$ cat src/rtl/school_pkg.sv
// Shared school-day timing constants and the period scheduler state type.
package school_pkg;

   typedef enum logic [1:0] {PRE, CLASS, BREAK, POST} sched_state_t;

   localparam int unsigned TIME_W      = 11;
   localparam int unsigned FIRST_START = 540;
   localparam int unsigned CLASS_LEN   = 50;
   localparam int unsigned BREAK_LEN   = 10;
   localparam int unsigned NUM_PERIODS = 7;
   localparam int unsigned NUM_DAYS    = 5;

endpackage

$ cat src/rtl/seg_countdown.sv
// Loadable down-counter timing the remaining minutes of a class or break segment.
module seg_countdown #(
   parameter int unsigned CNT_W = school_pkg::TIME_W
) (
   input  logic             clk,
   input  logic             rst,
   input  logic             load,
   input  logic             dec,
   input  logic [CNT_W-1:0] load_val,
   output logic             zero
);

   logic [CNT_W-1:0] cnt_q, cnt_d;

   always_comb begin
      cnt_d = cnt_q;
      if (load) begin
         cnt_d = load_val;
      end else if (dec && (cnt_q != '0)) begin
         cnt_d = cnt_q - 1'b1;
      end
   end

   always_ff @(posedge clk) begin
      if (rst) begin
         cnt_q <= '0;
      end else begin
         cnt_q <= cnt_d;
      end
   end

   assign zero = (cnt_q == '0);

endmodule

$ cat src/rtl/period_scheduler.sv
// Turns the minute-of-day count into school period state, pulses and a weekday counter.
module period_scheduler #(
   parameter int unsigned TIME_W      = school_pkg::TIME_W,
   parameter int unsigned FIRST_START = school_pkg::FIRST_START,
   parameter int unsigned CLASS_LEN   = school_pkg::CLASS_LEN,
   parameter int unsigned BREAK_LEN   = school_pkg::BREAK_LEN,
   parameter int unsigned NUM_PERIODS = school_pkg::NUM_PERIODS,
   parameter int unsigned NUM_DAYS    = school_pkg::NUM_DAYS
) (
   input  logic              clk,
   input  logic              rst,
   input  logic [TIME_W-1:0] time_in,
   input  logic              day_end,
   output logic [3:0]        period,
   output logic              in_class,
   output logic              in_break,
   output logic              period_start,
   output logic              period_end,
   output logic [2:0]        day_of_week,
   output logic              school_day_done,
   output logic              sync_err
);
   import school_pkg::*;

   sched_state_t      state_q, state_d;
   logic [3:0]        period_q, period_d;
   logic              in_class_q, in_break_q;
   logic              start_q, start_d;
   logic              end_q, end_d;
   logic [2:0]        dow_q, dow_d;
   logic              done_q, done_d;
   logic              err_q, err_d;
   logic [TIME_W-1:0] last_time_q;

   logic              tick;
   logic              seg_load, seg_dec, seg_zero;
   logic [TIME_W-1:0] seg_val;

   assign tick = (time_in != last_time_q);

   seg_countdown #(
      .CNT_W (TIME_W)
   ) u_seg (
      .clk      (clk),
      .rst      (rst),
      .load     (seg_load),
      .dec      (seg_dec),
      .load_val (seg_val),
      .zero     (seg_zero)
   );

   always_comb begin
      state_d  = state_q;
      period_d = period_q;
      start_d  = 1'b0;
      end_d    = 1'b0;
      dow_d    = dow_q;
      done_d   = done_q;
      err_d    = err_q;
      seg_load = 1'b0;
      seg_dec  = 1'b0;
      seg_val  = '0;

      if ((time_in < last_time_q) && !day_end) begin
         err_d = 1'b1;
      end

      // Day end wins over any tick arriving in the same cycle.
      if (day_end) begin
         state_d  = PRE;
         period_d = 4'd0;
         done_d   = 1'b0;
         seg_load = 1'b1;
         dow_d    = (dow_q == 3'(NUM_DAYS - 1)) ? 3'd0 : dow_q + 3'd1;
         if (state_q == CLASS) begin
            end_d = 1'b1;
         end
      end else if (tick) begin
         case (state_q)
            PRE: begin
               if (time_in == TIME_W'(FIRST_START)) begin
                  state_d  = CLASS;
                  period_d = 4'd1;
                  start_d  = 1'b1;
                  seg_load = 1'b1;
                  seg_val  = TIME_W'(CLASS_LEN - 1);
               end else if (time_in > TIME_W'(FIRST_START)) begin
                  err_d = 1'b1;
               end
            end
            CLASS: begin
               if (!seg_zero) begin
                  seg_dec = 1'b1;
               end else begin
                  end_d = 1'b1;
                  if (period_q == 4'(NUM_PERIODS)) begin
                     state_d  = POST;
                     done_d   = 1'b1;
                     period_d = 4'd0;
                  end else begin
                     state_d  = BREAK;
                     seg_load = 1'b1;
                     seg_val  = TIME_W'(BREAK_LEN - 1);
                  end
               end
            end
            BREAK: begin
               if (!seg_zero) begin
                  seg_dec = 1'b1;
               end else begin
                  state_d  = CLASS;
                  period_d = period_q + 4'd1;
                  start_d  = 1'b1;
                  seg_load = 1'b1;
                  seg_val  = TIME_W'(CLASS_LEN - 1);
               end
            end
            default: ;
         endcase
      end
   end

   always_ff @(posedge clk) begin
      if (rst) begin
         state_q     <= PRE;
         period_q    <= 4'd0;
         in_class_q  <= 1'b0;
         in_break_q  <= 1'b0;
         start_q     <= 1'b0;
         end_q       <= 1'b0;
         dow_q       <= 3'd0;
         done_q      <= 1'b0;
         err_q       <= 1'b0;
         last_time_q <= '0;
      end else begin
         state_q     <= state_d;
         period_q    <= period_d;
         in_class_q  <= (state_d == CLASS);
         in_break_q  <= (state_d == BREAK);
         start_q     <= start_d;
         end_q       <= end_d;
         dow_q       <= dow_d;
         done_q      <= done_d;
         err_q       <= err_d;
         last_time_q <= time_in;
      end
   end

   assign period          = period_q;
   assign in_class        = in_class_q;
   assign in_break        = in_break_q;
   assign period_start    = start_q;
   assign period_end      = end_q;
   assign day_of_week     = dow_q;
   assign school_day_done = done_q;
   assign sync_err        = err_q;

endmodule

$ cat config.mk
export PLATFORM = sky130hd
export DESIGN_NAME = period_scheduler
export DESIGN_NICKNAME = d
export VERILOG_FILES = /design/src/rtl/school_pkg.sv /design/src/rtl/seg_countdown.sv /design/src/rtl/period_scheduler.sv
export SDC_FILE = /design/constraint.sdc
export NUM_CORES = 1
export LEC_CHECK = 0
export ABC_AREA = 1
export BUFFER_PORTS_ARGS = -buffer_cell sky130_fd_sc_hd__buf_2
export CAP_MARGIN = 40
export CORE_ASPECT_RATIO = 1.2
export CORE_UTILIZATION = 45
export CTS_CLUSTER_SIZE = 24
export DETAILED_ROUTE_END_ITERATION = 8
export PLACE_DENSITY = 0.67
export SLEW_MARGIN = 20
export SYNTH_ARGS = -nofsm -noshare
export SYNTH_HDL_FRONTEND = slang
export SYNTH_SLANG_ARGS = --single-unit
$ cat constraint.sdc
create_clock -name clk -period 1.7 [get_ports clk]
set_input_delay 0.085 -clock clk [delete_from_list [all_inputs] [get_ports clk]]
set_output_delay 0.085 -clock clk [all_outputs]
set_load 0.01 [all_outputs]
* Word-level counts from Yosys, hierarchy flattened
Index checks and enable logic that the tools add are counted.
** Cells by class
- $add $sub $neg :: 3
- Order comparisons :: 2
- Equality and inequality tests :: 12
- Muxes and demuxes :: 44
- Bitwise operators :: 1
- Reductions and logical operators :: 13
** Operator list (count)
- two-way mux 4 bit :: 6
- two-way mux 6 bit :: 4
- two-way mux 11 bit :: 2
- two-way mux 1 bit :: 21
- one-hot mux 6 bit (3 select lines) :: 1
- one-hot mux 4 bit (3 select lines) :: 1
- == test 11 x 10 -> 1 bit (second input constant) :: 1
- greater-than comparator 11 x 10 -> 1 bit (second input constant) :: 1
- zero test 11 bit :: 1
- less-than comparator 11 bit :: 1
- != test 11 bit :: 1
- nonzero test 11 bit :: 1
- subtractor 11 x 1 -> 11 bit (second input constant) :: 1
- two-way mux 2 bit :: 5
- != test 2 bit (second input constant) :: 3
- one-hot mux 2 bit (3 select lines) :: 1
- AND reduction 6 bit :: 1
- adder 4 x 1 -> 4 bit (second input constant) :: 1
- == test 2 x 1 -> 1 bit (second input constant) :: 2
- == test 2 bit (second input constant) :: 2
- == test 4 x 3 -> 1 bit (second input constant) :: 1
- AND reduction 4 bit :: 1
- OR reduction 2 bit :: 2
- adder 3 x 1 -> 3 bit (second input constant) :: 1
- other kinds (12) :: 13
** Word-level totals
- Register bits after elaboration :: 37
- Input bits :: 14
- Output and inout bits :: 13
- Logic and storage cells :: 86

* Depth between registers and ports, before layout
Gate-level depths: netlist (run 1).
- Depth in word-level cells :: 8
- Depth in mapped cells :: 14

* By module
From an unflattened synthesis (run 1), not the netlist that was laid out.
** Second synthesis, totals
- Cell total of the unflattened synthesis :: 347
- Area, all modules :: 2351.0 sq um
** By module, submodules not included
- period_scheduler :: instances 1, cells an instance 229, area an instance 1565.3 sq um
- seg_countdown :: instances 1, cells an instance 118, area an instance 785.8 sq um

* Worst setup path before layout (run 1)
No wires, ideal clock.
- Kind :: flip-flop to flip-flop
- From :: reg last_time_q[6]
- To :: reg u_seg.cnt_q[4]
- Arrival :: 1.542 ns
- Data required time :: 1.589 ns
- Setup slack :: 0.047 ns
- Stages on the path, launching flop included :: 14
- Path buffers :: 0
- Cells stage by stage :: dfxtp_1 > inv_1 > ha_1 > nand2_1 > nor2_4 > nand3_4 > nand2_4 > nor2_1 > nand2_4 > nand3_4 > nor2_4 > nand2_1 > nand2_1 > nor2_1
** On the way
- Longest elaborated chain between the ends :: 5
- Elaborated cells on any way between the ends :: 10
- Classes of those cells :: eq/ne: 1; mux: 7; reduce/logical: 2
** Ends and longest elaborated chain
- start: declaration :: line period_scheduler.sv:33 : logic [TIME_W-1:0] last_time_q;
- start signal: assignment :: line period_scheduler.sv:145 : last_time_q <= time_in;
- != test 11 bit (*) :: line period_scheduler.sv:39 : assign tick = (time_in != last_time_q);
- two-way mux 1 bit :: line period_scheduler.sv:78 : end else if (tick) begin
- two-way mux 1 bit :: line period_scheduler.sv:69 : if (day_end) begin
- logical AND 1 bit :: line seg_countdown.sv:19 : end else if (dec && (cnt_q != '0)) begin
- nonzero test 2 bit (no source line)
- end signal: assignment :: line seg_countdown.sv:28 : cnt_q <= cnt_d;
- end: declaration :: line seg_countdown.sv:13 : logic [CNT_W-1:0] cnt_q, cnt_d;
Every way passes the cells marked *; elsewhere a longest branch is shown, timed or not.
A chain may end at the register's enable or synchronous reset.

* Worst setup path after layout (run 1)
Same ends and word-level chain as after synthesis.

==> results.txt, run 1 <==
- The flow ran to the end, but the final reports show violations.
- The checks that failed: negative setup slack.
* Port Buffers: 26
- For this run, the total global-route usage over all layers was measured as 19.84%.
- Filler Cells Inserted: around 420
- The number of global-route vias before repair is 1925.
* Routed Wire Length: 4.815 mm
- CTS tree: yes
* Maximum number of pins on one net before global-route repair: 14
* Number of buffers added by the clock tree synthesis step: 5
- Among all flip-flop cells after synthesis, the most frequent one is dfxtp_1.
- Fin area: 2854 um2
* Top cell types by occurrence after synthesis: inv_1, nand2_1, dfxtp_1, nor2_1, a21oi_1
- In this run the static leakage power is 1.339 nW.
- Setup Viol. Count Final: 9
* Min cycle time layout: roughly 1700 ps
* Sinks on the clock net: 37
- By area the synthesized netlist is led by dfxtp_1, ha_1, inv_1.
* GR Layer Usage met3: ~3.4%
- Area share of the leading cell type in the synthesized netlist: about 33%
- Most frequent cell after synthesis: inv_1
- Via-per-instance ratio: between 4 and 5
- The clock network burns 25.7% of the power.
- Share of layout cells above drive strength 1: 33.43%
* Met1 usage: 23.85%
* Syn-to-layout area delta: 29.02%
- The H-tree generated during clock tree synthesis spans 2 levels.
* Final worst slack: -30.34 ps
- The floorplan has 27 rows.
- The die is 66.01 um wide.
- The final layout contains 385 nets.
* Die Y-Extent: 78.81 um
- N_diodes: 0
* Number of antenna-violating nets in the routed design: 0
- Internal power comes to 1.524 mW.
- Per-instance average area after synthesis: 7.423 um2
- Data required, critical path: 1880 ps
- Maximum vdd drop: between 0.0005 and 0.0006 V
* Count of different cell masters after synthesis: 34
* Number of instances in the synthesized netlist: 298
- Share of flip-flops with an asynchronous set or reset: 0%
* GR Util met2: about 34%
- The Yosys step of the flow raised 0 warnings.
- Via count: 2049
- Number of max-slew violations in the final report: 0
* Fmax: 0.5779 GHz
- Sequential-to-total area share from yosys stat: 33.48%
* Multi-input gate area: 1445 um2
- Overflow left after global routing: 0
- In this run the worst path has a maximum fanout of 7.
- Clock root buffer: clkbuf_8
- Kind of start point of the critical path: register
- Post-Route Skew: 2.160 ps
- Die area: 5202 um2
* Total power per unit cell area: 805.9 nW/um2
- In the finished design, the share of the clock period the worst path needs comes to 101.8%.
- The synthesized design spends more area on one cell type than any other, namely dfxtp_1.
- The cell area that synthesis handed to floorplanning was 2212 um2.
* DRT Pass-1 Iters: 4
- Critical Setup Path Class: reg2reg
* Routed WL per cell: 11.72 um
- Post-detailed-placement cell area: 2505 um2
- Adding up every negative setup slack in the final design gives -169.5 ps.
- Pin slew with the least headroom to its limit: 307.0 ps
* Switching fraction of total power: 33.74%
* Core Footprint: 4662 um2
* Normalized max-slew margin: 79.32%
- STA classifies the critical path endpoint as a register.
- Per report_power, the combinational group accounts for 33.0% of the total.
* # Max-Cap Violations: 0
* Net count after synthesis: 331
- After clock tree synthesis, the clock-pin slew on the worst setup and hold paths is about 70 ps.
- Counting flops with a built-in enable in the synthesized netlist gives 0.
* Post-synthesis sequential element count: 37
- For this design the top-level I/O count stands at 27.
* Number of buffers on the longest clock path: 2
- After legalization and detailed placement, the total HPWL measured between 3 and 4 mm.
- At the worst endpoint, the arrival time is around 1900 ps.
* RSZ-0062 raised after global routing: yes
* Sequential Area: 747.0 um2
- In this run the most used layer during global routing was met2.
- Initial antenna violation count: 0
* Remaining design rule violation count: 0
- Initial core utilization: a little under half
* Type of the most critical hold path: in2reg
- NetSw: between 0.7 and 0.8 mW
* Sequential share of power: 41.3%
* Clock insertion delay at the later pin of the skew report: about 280 ps
* Count of final hold-check violations: 0
- Routability-driven placement finished with a final weighted congestion of 0.8640.
- For this block, the initial DRC count from the detailed router was 40.
- The first global-routing pass estimated 8.059 mm of wire.
## timing repair
item,CTS,global route
endpoints found under the setup margin,11,20
gates resized for setup,20,25
pin swaps,8,17
buffers inserted,7,3
hold buffers,0,0
## logic make-up (layout without fill, tap and decap cells)
| kind of cell | count (synthesis) | count (layout) | synth area share, % |
|---|---|---|---|
| and+or+nand+nor | 129 | 129 | 30.94 |
| xor gates and xnor gates | 7 | 7 | 2.772 |
| AOI/OAI and AO/OA | 49 | 49 | 12.39 |
| adders and majority gates | 19 | 19 | 10.75 |
| buffers and inverters | 57 | 112 | 9.672 |
| DFF | 37 | 37 | 33.48 |
## final timing paths
check	start	endpoint	slack, ps	depth (start not counted)
worst max-delay path	last_time_q[6]	u_seg.cnt_q[4]	-30	13
worst max register to register	last_time_q[6]	u_seg.cnt_q[4]	-30	13
worst min-delay path	time_in[3]	last_time_q[3]	30	3
worst min register to register	school_day_done	school_day_done	470	1
## placed cells by master (no fill, tap or decap), types with 7 or more instances in the layout
master / n
inv_2: 11
ha_1: 9
ha_4: 8
a21oi_1: 23
nor2_4: 7
nand2_4: 7
nor2_1: 30
inv_1: 43
dfxtp_1: 32
o21ai_0: 15
xor2_1: 7
buf_4: 23
nand2_1: 39
nand3_1: 12
buf_2: 26
## final cells by class
class | instances | area share [%]
well taps | 58 | 2.543
multi-input cells | 204 | 50.64
flip-flops and latches | 37 | 26.17
repair buffers | 49 | 10.61
inverters | 55 | 7.234
clock buffers | 8 | 2.806
## stage by stage
step	cells	total power [mW]	worst slack, ps	util (%)	hold WS [ps]
after floorplan	298	1.427	46.60	-	192.0
after CTS	408	2.235	-58.56	59.04	28.02
final	411	2.300	-30.34	61.22	25.90
after detailed placement	393	1.602	-105.0	53.73	323.4
after global routing	411	2.451	-169.0	61.22	30.71
after global placement	393	1.596	-40.89	53.73	319.6
## worst max-delay path, stage by stage (launching register included)
cell and delay (ps):
dfxtp_2 330, inv_2 40, ha_4 270, nand2_4 50, nor2_4 130, nand3_4 100
nand2_4 100, nor2_2 50, nand2_4 100, nand3_4 100, nor2_4 190, nand2_1 80
nand2_1 60, nor2_1 40
## metal layers
| layer | wire [um] | vias to the layer above |
|---|---|---|
| met2 | 2319 | 38 |
| met1 | 2242 | 929 |
| li1 | - | 1074 |
| met5 | 0 | - |
| met4 | 65 | 0 |
| met3 | 187 | 8 |
## power groups by stage
stage	registers [mW]	logic [mW]	clock network (mW)
after floorplan	0.969	0.459	0
after global placement	0.966	0.630	0
after detailed placement	0.966	0.635	0
after CTS	0.947	0.684	0.605
after global routing	0.956	0.850	0.646
final	0.950	0.760	0.590
## registers in the layout (all words and copies together), names as in the netlist
| signal | count |
|---|---|
| u_seg.cnt_q | 11 |
| period_end | 1 |
| sync_err | 1 |
| day_of_week | 3 |
| period | 4 |
| in_break | 1 |
| state_q | 2 |
| school_day_done | 1 |
| in_class | 1 |
| period_start | 1 |
| last_time_q | 11 |
Note: power is estimated with default switching activity, not from simulation.
==> run 2: changes to the inputs <==
--- a/config.mk
+++ b/config.mk
@@ -9,10 +9,9 @@
 export BUFFER_PORTS_ARGS = -buffer_cell sky130_fd_sc_hd__buf_2
 export CAP_MARGIN = 40
 export CORE_ASPECT_RATIO = 1.2
-export CORE_UTILIZATION = 45
+export CORE_UTILIZATION = 35
 export CTS_CLUSTER_SIZE = 24
 export DETAILED_ROUTE_END_ITERATION = 8
-export PLACE_DENSITY = 0.67
 export SLEW_MARGIN = 20
 export SYNTH_ARGS = -nofsm -noshare
 export SYNTH_HDL_FRONTEND = slang
==> run 2 against run 1 <==
Effect of this change: the flow still finishes with violations (negative setup slack); combinational power grew 7.6%; final area grew 3.8%; setup slack lost 47 ps; critical endpoint is now u_seg.cnt_q[9]; count of clock-buffer cells in the layout is the same; sequential share of layout area shrank 0.88 points; critical path type unchanged; hold slack is essentially flat; register-to-register slack lost 50 ps; final cell count grew 5.8%; clock skew grew 5.5 ps.
==> results.txt, run 2 (same netlist as run 1, synthesis figures left out) <==
- The flow ran to the end, but the final reports show violations.
- Violations in the final reports: negative setup slack
- In the layout the commonest cells are inv_1, nand2_1, dfxtp_1.
* Die area: 6644 um2 (+28%)
* Max incr delay on CP: 330 ps (about the same)
- The fraction of final layout cells sized beyond drive strength 1 came to 36.83% (+3.4 points).
- Placement Setup Slack: -103.5 ps (+1.441 ps)
- Cells along the critical path: inv_2 -> ha_4 -> nand2_4 -> nor2_4 -> nand3_4 -> nand2_4 -> inv_4 -> nand2_4 -> nand2_4 -> nor2_4 -> nand3_2 -> a21oi_2
- Initial core utilization: 36.56% (-11 points)
* Routed WL per cell: 12.70 um (+8.4%)
- Critical Setup Path Class: reg2reg
- The library cell used most frequently in the layout, excluding fill and tap cells, is inv_1.
- # nets final: 385 (unchanged)
- Data arrival time of the worst path: 2000 ps (+90 ps)
* Clock input transition at the sequential cells of the worst setup and hold paths: 80 ps (about the same)
- The peak supply drop is 0.0004225 V (-16%).
- The final count of negative-setup-slack endpoints came to 8 (-1).
* Sinks on the clock net: 37 (unchanged)
- The number of inserted filler cells in the final layout is 614 (+47%).
* Drt first-iter violations: 68 (+70%)
- CTS tree: yes
- Normalized max-slew margin: 79.96% (+0.64 points)
* Routed Wire Length: 5.526 mm (+15%)
- DRT Pass-1 Iters: 4 (unchanged)
- The placed cell count came to 419 (+6.6%).
- STA classifies the critical path startpoint as a register.
- Count of final hold-check violations: 0 (unchanged)
- Placed wire-length estimate after detailed placement: 3.867 mm (+9.5%)
- The global-route wire length before repair is 8.473 mm (+5.1%).
- Utilization after layout: 48.97% (-12 points)
* Pin slew with the least headroom to its limit: 298.7 ps (-8.256 ps)
- Post-route insts no fill: 435 (+5.8%)
* Number of buffers added by the clock tree synthesis step: 5 (unchanged)
* N_diodes: 0 (unchanged)
* Type of the most critical hold path: in2reg
- The final clock period utilization by the worst path was 104.5% (+2.7 points).
- The clock latency on the worst-skew pair came to 290 ps (about the same).
- Data required, critical path: 1930 ps (+50 ps)
- # Max-Cap Violations: 0 (unchanged)
- CTS H-Tree Depth: 2 (unchanged)
- Number of buffers on the longest clock path: 2 (unchanged)
* Post-Route Skew: 7.618 ps (+5.458 ps)
- Initial antenna violation count: 0 (unchanged)
- Setup crit end kind: register
* GR Util All Layers: 16.62% (-3.2 points)
- Crit path top cell by count: nand2_4
* Slowest CP cell: dfxtp_2
- Via count: 2104 (+2.7%)
- Compared with the post-synthesis result, the final layout area differs by 33.94%.
* Min cycle time layout: 1777 ps (+46.55 ps)
- The weighted congestion at the end of routability-driven global placement was 0.8665 (+0.29%).
* Post-detailed-placement cell area: 2550 um2 (+1.8%)
- The pin count of the biggest net entering global routing came to 16 (+2).
- Final worst slack: -76.88 ps (-46.55 ps)
- The accumulated negative setup slack is -410.0 ps (-240.5 ps).
- The top fanout value on the critical path was 6 (-1).
* IO Pins: 27 (unchanged)
- Number of max-slew violations in the final report: 0 (unchanged)
- The number of remaining DRC errors came to 0 (unchanged).
- Clock tree synthesis selected as its root buffer the cell clkbuf_8.
- The floorplan die width came to 74.58 um (+13%).
- Number of antenna-violating nets in the routed design: 0 (unchanged)
- The number of global-route vias before repair came to 1922 (-0.16%).
* Overflow left after global routing: 0 (unchanged)
* Fmax: 0.5628 GHz (-2.6%)
- Port Buffers: 26 (unchanged)
- The height of the die is 89.09 um (+13%).
- The hold buffer count at cts is 0 (unchanged).
- The post-detailed-route via-to-cell ratio is 4.837 (-3.0%).
- The leakage component of the power is 1.356 nW (+1.3%).
- The finished layout cell area is 2963 um2 (+3.8%).
- Setup repair after global routing could not meet its margin everywhere.
- Count of standard-cell rows: 31 (+15%)
- The power density over the cells is 802.5 nW/um2 (-0.43%).
- The core area is 6051 um2 (+30%).
-- run 2: cell count changes in the layout (fill, tap and decap cells not counted), moves of 2 or more --
| cell | before | now |
|---|---|---|
| ha_4 | 8 | 10 |
| nor2_4 | 7 | 9 |
| o21ai_1 | 0 | 3 |
| a21oi_1 | 23 | 19 |
| dfxtp_2 | 5 | 7 |
| o21ai_0 | 15 | 12 |
| nand3_2 | 6 | 8 |
| dfxtp_1 | 32 | 30 |
| a21oi_2 | 1 | 5 |
| nand3_1 | 12 | 10 |
-- run 2: per-stage QoR --
step | power, mW | hold WS (ps)
after floorplan | 1.427 | 192.0
after global placement | 1.605 | 323.3
after detailed placement | 1.615 | 322.3
after CTS | 2.251 | 13.68
after global routing | 2.510 | 30.83
final | 2.378 | 25.90
-- run 2: area by class of cell --
class | count | area (um2) | area share (%)
multi-input cells | 204 | 1515 | 51.14
clock buffers | 8 | 80.08 | 2.703
well taps | 82 | 102.6 | 3.463
repair buffers | 49 | 306.5 | 10.35
inverters | 55 | 209.0 | 7.052
flip-flops and latches | 37 | 749.5 | 25.30
-- run 2: final timing paths --
check / startpoint / endpoint / slack [ps] / cells past startpoint
max: last_time_q[5] / u_seg.cnt_q[9] / -80 / 12
min: time_in[9] / last_time_q[9] / 30 / 3
max reg2reg: last_time_q[5] / u_seg.cnt_q[9] / -80 / 12
min reg2reg: school_day_done / school_day_done / 480 / 1
-- run 2: routing by layer --
layer,track usage [%],vias to the layer above,routed length [um]
li1,-,1070,-
met1,20.69,989,2574
met2,28.91,37,2703
met3,2.368,8,165
met4,6.003,0,82
met5,0,-,0
-- run 2: critical path: cells and delay by family, from the launching register on --
family          cells  cell delay [ps]
fa+ha+maj           1              270
simple gates        8              900
compound gates      1              120
buf+inv             2               80
flops               1              330
-- run 2: timing repair --
action | 4_1_cts | 5_1_grt
cloned | 0 | 0
endpoints found under the hold margin | 0 | 0
pin swaps | 10 | 28
setup endpoints to repair | 11 | 20
setup buffers | 3 | 5
resized for setup | 13 | 53
-- run 2: power by group --
| part | total, mW | internal (mW) | switching [mW] |
|---|---|---|---|
| clock network | 0.605 | 0.292 | 0.314 |
| logic | 0.818 | 0.341 | 0.477 |
| registers | 0.954 | 0.917 | 0.0368 |
==> run 3: changes to the inputs <==
--- a/config.mk
+++ b/config.mk
@@ -6,12 +6,12 @@
 export NUM_CORES = 1
 export LEC_CHECK = 0
 export ABC_AREA = 1
-export BUFFER_PORTS_ARGS = -buffer_cell sky130_fd_sc_hd__buf_2
 export CAP_MARGIN = 40
 export CORE_ASPECT_RATIO = 1.2
 export CORE_UTILIZATION = 35
 export CTS_CLUSTER_SIZE = 24
 export DETAILED_ROUTE_END_ITERATION = 8
+export DONT_BUFFER_PORTS = 1
 export SLEW_MARGIN = 20
 export SYNTH_ARGS = -nofsm -noshare
 export SYNTH_HDL_FRONTEND = slang
==> run 3 against run 2 <==
Effect of this change: the run ends with negative hold slack, negative setup slack left; via count decreased by 4.0%; hold slack lost 170 ps; final cell count down 2.1%; sequential share of layout area fell by 0.74 points; sequential cell count unchanged; global-route usage increased by 0.74 points; utilization rose by 1.8 points; setup slack improved by 13 ps; final area increased by 3.7%; clock skew is 1.6 ps higher; non-clock buffer count is 9 lower; critical endpoint unchanged; largest cell class unchanged; largest power group unchanged; highest routed layer unchanged.
==> results.txt, run 3 (same netlist as run 1, synthesis figures left out) <==
* Min cycle time layout: 1763 ps (-13.39 ps)
- Switching fraction of total power: 31.68% (-3.1 points)
* Placed wire-length estimate after detailed placement: 3.710 mm (-4.1%)
* Sequential share of power: 37.4% (-2.7 points)
* N_diodes: 0 (unchanged)
- The leakage component of the power was 1.344 nW (-0.92%).
- The number of primary I/O pins came to 27 (unchanged).
- Vias in the first global route: 1981 (+3.1%)
* GR Util All Layers: 17.36% (+0.74 points)
- TNS Setup: -264.4 ps (+145.7 ps)
- The final routed wire length divided by cell count was 12.74 um (+0.32%).
- The tree is rooted in a clkbuf_8.
- The max-slew violation total from the final report was 0 (unchanged).
- Routability cong.: 0.8833 (+1.9%)
- The top fanout value on the critical path was 6 (unchanged).
- The checks that failed: negative hold slack, negative setup slack.
- # nets final: 376 (-2.3%)
- Maximum vdd drop: 0.0004312 V (+2.0%)
- The critical path data arrival time was 1990 ps (about the same).
- The initial antenna violation count came to 0 (unchanged).
- Overflow left after global routing: 0 (unchanged)
* Most frequent cells in the layout: inv_1, nand2_1, dfxtp_1
- In this run the worst hold path is classified as in2reg.
- The total wire length was 5.429 mm (-1.8%).
- Count of final hold-check violations: 10 (+10)
- The number of remaining DRC errors came to 0 (unchanged).
- Clock insertion delay at the later pin of the skew report: 290 ps (about the same)
- The run finished, with violations left.
* Clock input transition at the sequential cells of the worst setup and hold paths: 70 ps (about the same)
- Wire length of the first global-routing pass: 8.790 mm (+3.7%)
- Data required, critical path: 1920 ps (about the same)
- Via-per-instance ratio: 4.742 (-2.0%)
* Pin slew with the least headroom to its limit: 349.4 ps (+50.72 ps)
- The number of sinks driven by the clock tree is 37 (unchanged).
* Number of buffers on the longest clock path: 2 (unchanged)
- The starting utilization of the core area was 36.56% (unchanged).
* NetSw: 0.8146 mW (-1.6%)
- RSZ-0062 raised after global routing: yes
- Logic gate share of total power: 31.7% (-2.7 points)
- The library cell used most frequently in the layout, excluding fill and tap cells, is inv_1.
- Drt first-iter violations: 42 (-38%)
- The final clock period utilization by the worst path is 103.7% (-0.79 points).
- Port Buffers: 0 (-100%)
* Fmax: 0.5671 GHz (+0.76%)
- Normalized max-slew margin: 76.46% (-3.5 points)
- Placement Setup Slack: -105.6 ps (-2.013 ps)
- Proportion of power drawn by the clock network: 30.9% (+5.4 points)
- The smallest setup slack after layout came to -63.49 ps (+13.39 ps).
- The number of iterations in the first detailed-routing pass came to 4 (unchanged).
* Core Footprint: 6051 um2 (unchanged)
- Share of layout cells above drive strength 1: 35.76% (-1.1 points)
* Syn-to-layout area delta: 38.91%
- Horizontal die dimension: 74.58 um (unchanged)
- Via count: 2020 (-4.0%)
- The worst setup path is launched from a register.
* Critical Setup Path Class: reg2reg
* CTS H-Tree Depth: 2 (unchanged)
- Number of buffers added by the clock tree synthesis step: 5 (unchanged)
- Final Hold Slack: -149.1 ps (-175.0 ps)
- Maximum number of pins on one net before global-route repair: 24 (+8)
- The cell-internal power came to 1.757 mW (+13%).
- The height of the die is 89.09 um (unchanged).
- The final count of negative-setup-slack endpoints is 9 (+1).
- Setup crit end kind: register
- Count of standard-cell rows: 31 (unchanged)
- The die outline area came to 6644 um2 (unchanged).
* Post-CTS Hold Buffers: 13 (+13)
* Post-Route Skew: 9.219 ps (+1.601 ps)
- Total power per unit cell area: 836.7 nW/um2 (+4.3%)
* # Max-Cap Violations: 0 (unchanged)
* Number of antenna-violating nets in the routed design: 0 (unchanged)
- TritonCTS built the clock tree.
run 3: metal layers:
layer  part of all wire (%)  vias up  GRT usage, %
li1                       -     1057             -
met5                      0        -             0
met3                    4.2        9         4.397
met4                    1.8        0         6.003
met1                     45      922         20.45
met2                     49       32         30.30
run 3: area by class of cell:
cell class	instances	area, um2
fill	606	2978
multi-input combinational	204	1546
sequential	37	754.5
timing repair buffer	40	344.1
inverter	55	209.0
tap	82	102.6
clock buffer	7	86.33
clock inverter	1	30.03
run 3: what timing repair did:
action | CTS | global route
resized for setup | 28 | 56
pin swaps | 19 | 26
endpoints found under the hold margin | 23 | 10
endpoints found under the setup margin | 12 | 21
buffers inserted | 4 | 6
run 3: stage by stage:
| stage | instance area (um2) | total power, mW | util, % | std cells |
|---|---|---|---|---|
| after detailed placement | 2435 | 1.570 | 40.24 | 395 |
| after global routing | 3073 | 2.729 | 50.79 | 426 |
| after CTS | 2851 | 2.456 | 47.13 | 420 |
| after floorplan | 2212 | 1.427 | - | 298 |
| after global placement | 2435 | 1.561 | 40.24 | 395 |
| final | 3073 | 2.571 | 50.79 | 426 |
run 3: final timing paths:
check                                 endpoint            from  depth (start not counted)  slack, ps
worst max-delay path            u_seg.cnt_q[9]  last_time_q[6]                         12        -60
worst min-delay path            u_seg.cnt_q[2]             rst                          1       -150
worst min register to register  u_seg.cnt_q[7]  u_seg.cnt_q[7]                          2        500
worst max register to register  u_seg.cnt_q[9]  last_time_q[6]                         12        -60
run 3: power by group through the flow:
stage / logic (mW) / clock network [mW] / registers (mW)
detailed placement: 0.595 / 0 / 0.976
global route: 0.907 / 0.856 / 0.966
global placement: 0.587 / 0 / 0.974
CTS: 0.683 / 0.816 / 0.957
floorplan: 0.459 / 0 / 0.969
finish: 0.816 / 0.795 / 0.960
run 3: worst max-delay path, cell delays in order, from the launching register on:
cell	delay (ps)
dfxtp_2	330
inv_2	40
ha_4	270
nand2_4	60
nor2_4	130
nand3_4	100
nand2_4	110
nor2_4	40
nand2_4	90
nand2_4	70
nor2_4	200
nand3_2	110
a21oi_2	140
